**src/rtl/gshare_predictor_pkg.sv**
```systemverilog
// gshare_predictor_pkg: shared BTB bit-select helpers, counter constants and branch-resolve bundle
package gshare_predictor_pkg;

    typedef struct packed {
        logic [31:0] pc;
        logic [31:0] idx;
        logic        taken;
        logic [31:0] tar;
        logic        pred_taken;
        logic [31:0] pred_tar;
    } br_resolve_t;

    function automatic logic [31:0] btb_index(input logic [31:0] pc, input int idx_w);
        return (pc >> 2) & ((32'd1 << idx_w) - 32'd1);
    endfunction

    function automatic logic [31:0] btb_tag(input logic [31:0] pc, input int idx_w, input int tag_w);
        return (pc >> (idx_w + 2)) & ((32'd1 << tag_w) - 32'd1);
    endfunction

    function automatic int ctr_max(input int ctr_w);
        return (1 << ctr_w) - 1;
    endfunction

    function automatic int ctr_mid(input int ctr_w);
        return 1 << (ctr_w - 1);
    endfunction

endpackage

```
**src/rtl/gshare_predictor_sat_counter_table.sv**
```systemverilog
// sat_counter_table: ENTRIES x CTR_W saturating counters, combinational read, reset to midpoint
module sat_counter_table
    import gshare_predictor_pkg::*;
#(
    parameter int ENTRIES = 64,
    parameter int CTR_W = 2,
    localparam int IDX_W = $clog2(ENTRIES)
) (
    input  logic             clk,
    input  logic             rst,
    input  logic             we,
    input  logic             inc,
    input  logic [IDX_W-1:0] widx,
    input  logic [IDX_W-1:0] ridx,
    output logic [CTR_W-1:0] rdata
);
    localparam logic [CTR_W-1:0] MAX = CTR_W'(ctr_max(CTR_W));
    localparam logic [CTR_W-1:0] MID = CTR_W'(ctr_mid(CTR_W));

    logic [CTR_W-1:0] ctr [ENTRIES];
    logic [CTR_W-1:0] cur;

    assign rdata = ctr[ridx];
    assign cur = ctr[widx];

    always_ff @(posedge clk) begin
        if (rst) begin
            for (int i = 0; i < ENTRIES; i++) ctr[i] <= MID;
        end else if (we) begin
            ctr[widx] <= inc ? ((cur == MAX) ? cur : cur + 1'b1)
                             : ((cur == '0) ? cur : cur - 1'b1);
        end
    end
endmodule

```
**src/rtl/gshare_predictor.sv**
```systemverilog
// gshare_predictor: tagged direct-mapped BTB plus bimodal/gshare PHT with committed global history
module gshare_predictor
    import gshare_predictor_pkg::*;
#(
    parameter int ENTRIES = 64,
    parameter int TAG_W = 8,
    parameter int HIST_LEN = 6,
    parameter int CTR_W = 2,
    localparam int IDX_W = $clog2(ENTRIES)
) (
    input  logic             clk,
    input  logic             rst,
    input  logic             rdy,
    input  logic [31:0]      if_pc,
    output logic             taken_o,
    output logic [31:0]      b_tar_o,
    output logic [IDX_W-1:0] pred_idx_o,
    input  logic             is_branch,
    input  logic [31:0]      ex_pc,
    input  logic [IDX_W-1:0] ex_idx_i,
    input  logic             taken_i,
    input  logic [31:0]      b_tar_i,
    input  logic             pred_taken_i,
    input  logic [31:0]      pred_tar_i,
    output logic [31:0]      br_cnt_o,
    output logic [31:0]      miss_cnt_o
);
    br_resolve_t      r;
    logic             clr;
    logic             upd;
    logic             miss;
    logic [IDX_W-1:0] if_bi;
    logic [IDX_W-1:0] ex_bi;
    logic [TAG_W-1:0] if_tag;
    logic [TAG_W-1:0] ex_tag;
    logic [CTR_W-1:0] ctr_rd;
    logic [ENTRIES-1:0] valid;
    logic [TAG_W-1:0] tag [ENTRIES];
    logic [31:0]      tar [ENTRIES];

    assign r = '{pc: ex_pc, idx: 32'(ex_idx_i), taken: taken_i, tar: b_tar_i,
                 pred_taken: pred_taken_i, pred_tar: pred_tar_i};
    assign clr = rdy && rst;
    assign upd = rdy && !rst && is_branch;
    assign if_bi = IDX_W'(btb_index(if_pc, IDX_W));
    assign ex_bi = IDX_W'(btb_index(r.pc, IDX_W));
    assign if_tag = TAG_W'(btb_tag(if_pc, IDX_W, TAG_W));
    assign ex_tag = TAG_W'(btb_tag(r.pc, IDX_W, TAG_W));
    assign miss = (r.taken != r.pred_taken) || (r.taken && r.pred_taken && r.tar != r.pred_tar);

    always_comb begin
        taken_o = rdy && !rst && valid[if_bi] && tag[if_bi] == if_tag && ctr_rd[CTR_W-1];
        b_tar_o = taken_o ? tar[if_bi] : 32'd0;
    end

    generate
        if (HIST_LEN == 0) begin : g_bim
            assign pred_idx_o = if_bi;
        end else begin : g_gs
            logic [HIST_LEN-1:0] ghr;
            assign pred_idx_o = if_bi ^ IDX_W'(ghr);
            if (HIST_LEN == 1) begin : g_one
                always_ff @(posedge clk) begin
                    if (clr) ghr <= '0;
                    else if (upd) ghr <= r.taken;
                end
            end else begin : g_many
                always_ff @(posedge clk) begin
                    if (clr) ghr <= '0;
                    else if (upd) ghr <= {ghr[HIST_LEN-2:0], r.taken};
                end
            end
        end
    endgenerate

    sat_counter_table #(.ENTRIES(ENTRIES), .CTR_W(CTR_W)) u_pht (
        .clk(clk),
        .rst(clr),
        .we(upd),
        .inc(r.taken),
        .widx(IDX_W'(r.idx)),
        .ridx(pred_idx_o),
        .rdata(ctr_rd)
    );

    always_ff @(posedge clk) begin
        if (clr) valid <= '0;
        else if (upd) valid[ex_bi] <= 1'b1;
    end

    always_ff @(posedge clk) begin
        if (upd) begin
            tag[ex_bi] <= ex_tag;
            tar[ex_bi] <= r.tar;
        end
    end

    always_ff @(posedge clk) begin
        if (clr) begin
            br_cnt_o <= '0;
            miss_cnt_o <= '0;
        end else if (upd) begin
            br_cnt_o <= br_cnt_o + 32'd1;
            miss_cnt_o <= miss_cnt_o + {31'd0, miss};
        end
    end
endmodule

```
**config.mk**
```make
export PLATFORM = sky130hd
export DESIGN_NAME = gshare_predictor
export DESIGN_NICKNAME = d
export VERILOG_FILES = /design/src/rtl/gshare_predictor_pkg.sv /design/src/rtl/gshare_predictor_sat_counter_table.sv /design/src/rtl/gshare_predictor.sv
export SDC_FILE = /design/constraint.sdc
export NUM_CORES = 2
export LEC_CHECK = 0
export ABC_CLOCK_PERIOD_IN_PS = 6250
export CAP_MARGIN = 20
export CORE_MARGIN = 2
export CORE_UTILIZATION = 35
export CTS_CLUSTER_SIZE = 14
export DETAILED_ROUTE_END_ITERATION = 12
export PLACE_DENSITY_LB_ADDON = 0.25
export SYNTH_ARGS = -nofsm -noshare
export SYNTH_HDL_FRONTEND = slang
export SYNTH_SLANG_ARGS = --single-unit
```
**constraint.sdc**
```tcl
create_clock -name clk -period 6.25 [get_ports clk]
set_clock_uncertainty 0.1 [all_clocks]
set_input_delay 1.875 -clock clk [delete_from_list [all_inputs] [get_ports clk]]
set_output_delay 1.875 -clock clk [all_outputs]
set_load 0.1 [all_outputs]
```
# Yosys cells after proc, flatten, opt, wreduce, memory -nomap -nowiden
# Memory sizes are Yosys's and may differ from the RTL's.
# Cells that the tools add are included.
# Widths: inputs -> output; s select.
# classes
shifts,0
add_sub_neg,4
eq_ne,4
n_lt_le_gt_ge,3
bitwise_logic,2
div_mod_pow,0
reduce_logical,13
n_mux,17
multipliers,0
# ops
operator,n
$or 64x64->64,1
$add 32x1->32,1
$add 32x1->32 const B,1
$mux 32,1
$ne 32x32->1,1
$lt 6x7->1 const B,2
$logic_and 1x1->1,9
$mux 1,9
$eq 8x8->1,1
$mux 2,4
$bmux 1 s6,1
$demux 1 s6,1
$ge 6x1->1 const B,1
$mux 6,1
$xor 6x6->6,1
$add 2x1->2 const B,1
$eq 2x2->1 const B,1
$logic_not 2->1,1
$reduce_or 2->1,1
$sub 2x1->2 const B,1
$logic_not 1->1,1
$logic_or 1x1->1,1
$ne 1x1->1,1
# totals
inputBits,140
romBits,0
elab_cells,50
ram_bits,2688
latchBits,0
regBits,134
n_memories,3
# memory_table
name,depth,width,read_ports,rd_clocked_by_memory_dff,write_ports,line_no,source
tar,64,32,1,0,1,gshare_predictor.sv:39,logic [31:0] tar [ENTRIES];
tag,64,8,1,0,1,gshare_predictor.sv:38,logic [TAG_W-1:0] tag [ENTRIES];
u_pht.ctr,64,2,2,0,64,gshare_predictor_sat_counter_table.sv:20,logic [CTR_W-1:0] ctr [ENTRIES];

# Longest topological paths before layout
# logic_depth
word_depth,8
mapped_depth,15
depth_no_buf,14

# Hierarchy
# A second synthesis with hierarchy kept.
# hier_totals
cells_unflattened,5166
hier_area_um2,111031.5
# by_module_without_submodules
module,seq_area_each_um2,instances,cells_per_inst,area_per_inst_um2
gshare_predictor,79556.3,1,4514,103202.7
sat_counter_table,3843.7,1,652,7828.8

# Worst setup path after synthesis
# OpenSTA, ideal clock, no wires.
# synth_timing
path_type,input to output
from,in if_pc[7]
to,out b_tar_o[10]
setup_slack_ns,-3.470
path_buffers,2
t_arrival_ns,7.745
stages,10
cell_sequence,clkbuf_1 xor2_1 nor2b_1 o221a_2 nand3_1 nand4b_1 nor4_2 nand4_1 buf_2 nor4_1
# synth_via
elab_cells_between_ends,11
cone_classes,eq/ne: 1; mux: 3; bitwise: 1; reduce/logical: 3; memory: 3
# synth_rtl
item,line_no,source
"start, declared",gshare_predictor.sv:14,"input logic [31:0] if_pc,"
$xor 6x6->6,gshare_predictor.sv:61,assign pred_idx_o = if_bi ^ IDX_W'(ghr);
via pred_idx_o[5],gshare_predictor.sv:17,"output logic [IDX_W-1:0] pred_idx_o,"
$mem_v2 64x2,--,
$logic_and 1x1->1,gshare_predictor.sv:52,taken_o = rdy && !rst && valid[if_bi] && tag[if_bi] == if_tag && ctr_rd[CTR_W-1];
$mux 32,gshare_predictor.sv:53,b_tar_o = taken_o ? tar[if_bi] : 32'd0;
"end, declared",gshare_predictor.sv:16,"output logic [31:0] b_tar_o,"
# The timed path passes the listed nets, and every way through them passes these cells. The select of a mux whose other input is x is not followed.

# Final worst setup path
# layout_timing
from,in if_pc[2]
to,out b_tar_o[17]
# layout_via
elab_chain_cells,6
elab_cells_between_ends,11
cone_classes,eq/ne: 1; mux: 3; bitwise: 1; reduce/logical: 3; memory: 3
# layout_rtl
item,line_no
branches (longest 5 deep; another with $mem_v2 64x8),--
$mux 32 (*),gshare_predictor.sv:53
# Mark *: on every way between the ends. The select of a mux whose other input is x is not followed.

==> results.md <==
- Data required time of the worst path: 4.28 ns
- Leakage power figure: 42.0 nW
- Final setup viols: 33
- Maximum VDD drop: 0.208 mV
- Routability-driven placement congestion ratio: 0.794
- Worst-Skew Late Latency: 0.86 ns
- Seq/Total Area, Yosys: 75.5%
- Failing checks: negative setup slack
- # Max-Cap Violations: 0
- FMAX: 136 MHz
- Total GRT Usage: 19.7%
- Std-Cell Rows: 206
- Fin nets: 6130
- Core Area: 314000 um^2
- Psw: 0.00871 W
- Critical path type: in -> out
- Switch share: 21.6%
- Starting Density: 35.1%
- HPWL Detailed: 186 mm
- Initial antenna violation count: 29
- Drt via density: 5.51
- CP cell instances: buf_16, buf_16, buf_6, mux4_2, o22ai_4, nor4_4, buf_4, xor2_1, o31ai_1, nand4_1, buf_12, buf_12, nor4_4, buf_12
- # DRC: 0
- Vias: 57100
- Clock share of power: 42.3%
- Gate power share: 6.2%
- Grt ovf: 0
- CTS Buffer Depth: 4
- Synth cell count leaders: edfxtp_1, mux4_2, nor2_1
- WL/cell: 30.9 um
- Hold Path Class: reg -> reg
- Unique cell type count in the Yosys netlist: 64
- Final worst-path cycle share: 118%
- Multi-input gate area: 26900 um^2
- CTS tree: done
- Filler instances: 27300
- Worst path slowest cell: nand4_1
- Most used cell, CP: buf_12
- First-pass GRT wire length: 449 mm
- Crit start category: primary input
- Int Power: 0.0316 W
- Mapped Cells: 5271
- FF-to-FF setup slack: 2.59 ns
- Number of global-route vias before repair: 58600
- Placement Setup Slack: -1.87 ns
- Worst Tran Pin Value: 1.09 ns
- RSZ-0062 raised after global routing: yes
- Post-synth ARST share: 0%
- H-tree levels: 5
- Ys Warns: 0
- Avg Cell Area, Syn: 21.0 um^2
- Synth Register Bits: 2822
- CTS root buffer: clkbuf_16
- Final Hold Vio Count: 0
- TritonCTS buffer count: 296
- Synth top area share: 73.1%
- Drt total wl: 320 mm
- Largest net degree at the start of global routing: 68
- Final core occ: 42.3%
- Clock sinks: 2822
- Worst-path clk slew: 0.06 ns
- Power Dens Cells: 303 nW/um^2
- CP arrival: 5.40 ns
- Most common cell in the netlist: edfxtp_1
- Max stage delay on crit path: 0.49 ns
- Area delta synth->final: 20.3%
- Post-CTS Hold Fix Bufs: 0
- Reg power frac: 51.5%
- Overall die width: 566 um
- Crit path max fanout: 8
- Bufs and invs on worst path: 7
- Synth top area cells: edfxtp_1, mux4_2, dfxtp_1
- Share of cells above drive strength 1: 31.3%
- Tmin final: 7.37 ns
- Final Max Tran Viols: 0
- Register cell area after layout: 83400 um^2
- Setup ws final: -1.12 ns
- Syn_nets: 5416
- Die H: 566 um
- Leading area contributor after synthesis: edfxtp_1
- Largest delay share family, worst path: buffers and inverters
- IO Count: 243
- PortBufs: 206
- ANT nets after route: 0
- Ys flop type: edfxtp_1
- Post-Synthesis Cell Area: 110000 um^2
- Status: finished with violations
- First-pass iteration count of the detailed router: 5
- 1st-iter DRT viols: 6283
- Slew margin rel.: 27.2%
- Post-synth EDFFs: 2688
- Die Area: 320000 um^2
- Critical Path Sink Type: output pin
-- what timing repair did --
action,4_1_cts,5_1_grt
resized for setup,44,22
pin swaps,38,17
setup buffers,9,7
cloned,6,2
endpoints found under the setup margin,33,33
-- cell usage in the layout (no fill, tap or decap), types with 11 or more instances in the layout --
cell,instances
edfxtp_1,2688
mux4_2,761
buf_4,373
clkbuf_16,310
nor2_1,266
nand2_1,186
buf_12,161
dfxtp_1,134
clkdlybuf4s50_1,120
a22oi_1,109
nand3_1,108
mux2i_1,104
xor2_1,73
nor2_4,68
clkinv_1,63
clkbuf_1,63
clkinv_2,53
buf_2,43
nor4_4,36
o21ai_0,35
a21o_1,32
nand4_1,27
nor3_1,26
a21oi_1,24
bufinv_16,19
a221oi_1,18
or3_1,18
mux2_2,16
and3_1,15
xnor2_1,15
mux4_1,13
nor4_1,11
buf_16,11
-- final timing paths --
kind | startpoint | end | cells past startpoint
min reg2reg | valid[55] | valid[55] | 2
max | if_pc[2] | b_tar_o[17] | 14
max reg2reg | u_pht.ctr[38][0] | u_pht.ctr[2][1] | 8
min | valid[55] | valid[55] | 2
-- layer usage --
layer / GRT usage, % / wire (um) / up-vias
li1: - / - / 23400
met5: 0 / 249 / -
met2: 31.8 / 153000 / 1977
met1: 27.9 / 139000 / 31200
met3: 3.11 / 20000 / 470
met4: 4.90 / 8050 / 38
-- flip-flops by register name, indices dropped and copies added (netlist names) --
| name | flops |
|---|---|
| miss_cnt_o | 32 |
| tag | 512 |
| tar | 2048 |
| g_gs.ghr | 6 |
| u_pht.ctr | 128 |
| br_cnt_o | 32 |
| valid | 64 |
-- power by group through the flow --
stage	logic, W	clock network [W]	registers (W)
floorplan	0.00124	0	0.0212
global placement	0.00246	0	0.0212
detailed placement	0.00248	0	0.0212
CTS	0.00253	0.0174	0.0208
global route	0.00265	0.0180	0.0208
finish	0.00251	0.0170	0.0208
-- layout make-up --
class                           instances  area share (%)
Multi-Input combinational cell       2123            20.2
Sequential cell                      2822            62.8
Clock buffer                          375            6.01
Timing Repair Buffer                  728            6.11
Clock inverter                        148           0.930
Inverter                               14          0.0480
Tap cell                             4160            3.92
Antenna cell                            3         0.00565
-- worst reg2reg max path: cells and delay by family, from the launching register on --
kind                   cells  cell delay (ns)
and+or+nand+nor            2             0.51
buffers and inverters      1             0.26
muxes                      2             0.86
AOI/OAI and AO/OA          3             1.25
DFF                        1             0.37
-- per-stage QoR --
step	cell area (um^2)	total power [W]	setup TNS, ns	hold slack (ns)	std cells
after detailed placement	123000	0.0236	-60.58	0.354	9818
final	133000	0.0403	-34.00	0.369	10400
after global placement	123000	0.0236	-63.11	0.344	9817
after CTS	133000	0.0407	-32.42	0.367	10400
after global routing	133000	0.0414	-34.73	0.396	10400
after floorplan	111000	0.0224	-40.40	0.335	5271
-- cells by family after synthesis --
kind of cell | Yosys count | synth area share (%)
multiplexers | 894 | 16.9
buffers and inverters | 326 | 1.39
XOR/XNOR | 96 | 0.768
AND/OR/NAND/NOR | 828 | 3.43
AO/OA/AOI/OAI | 300 | 1.93
adder cells (fa/ha/maj) | 5 | 0.0566
flip-flops | 2822 | 75.5
No activity file was read; power rests on OpenSTA's default activity.
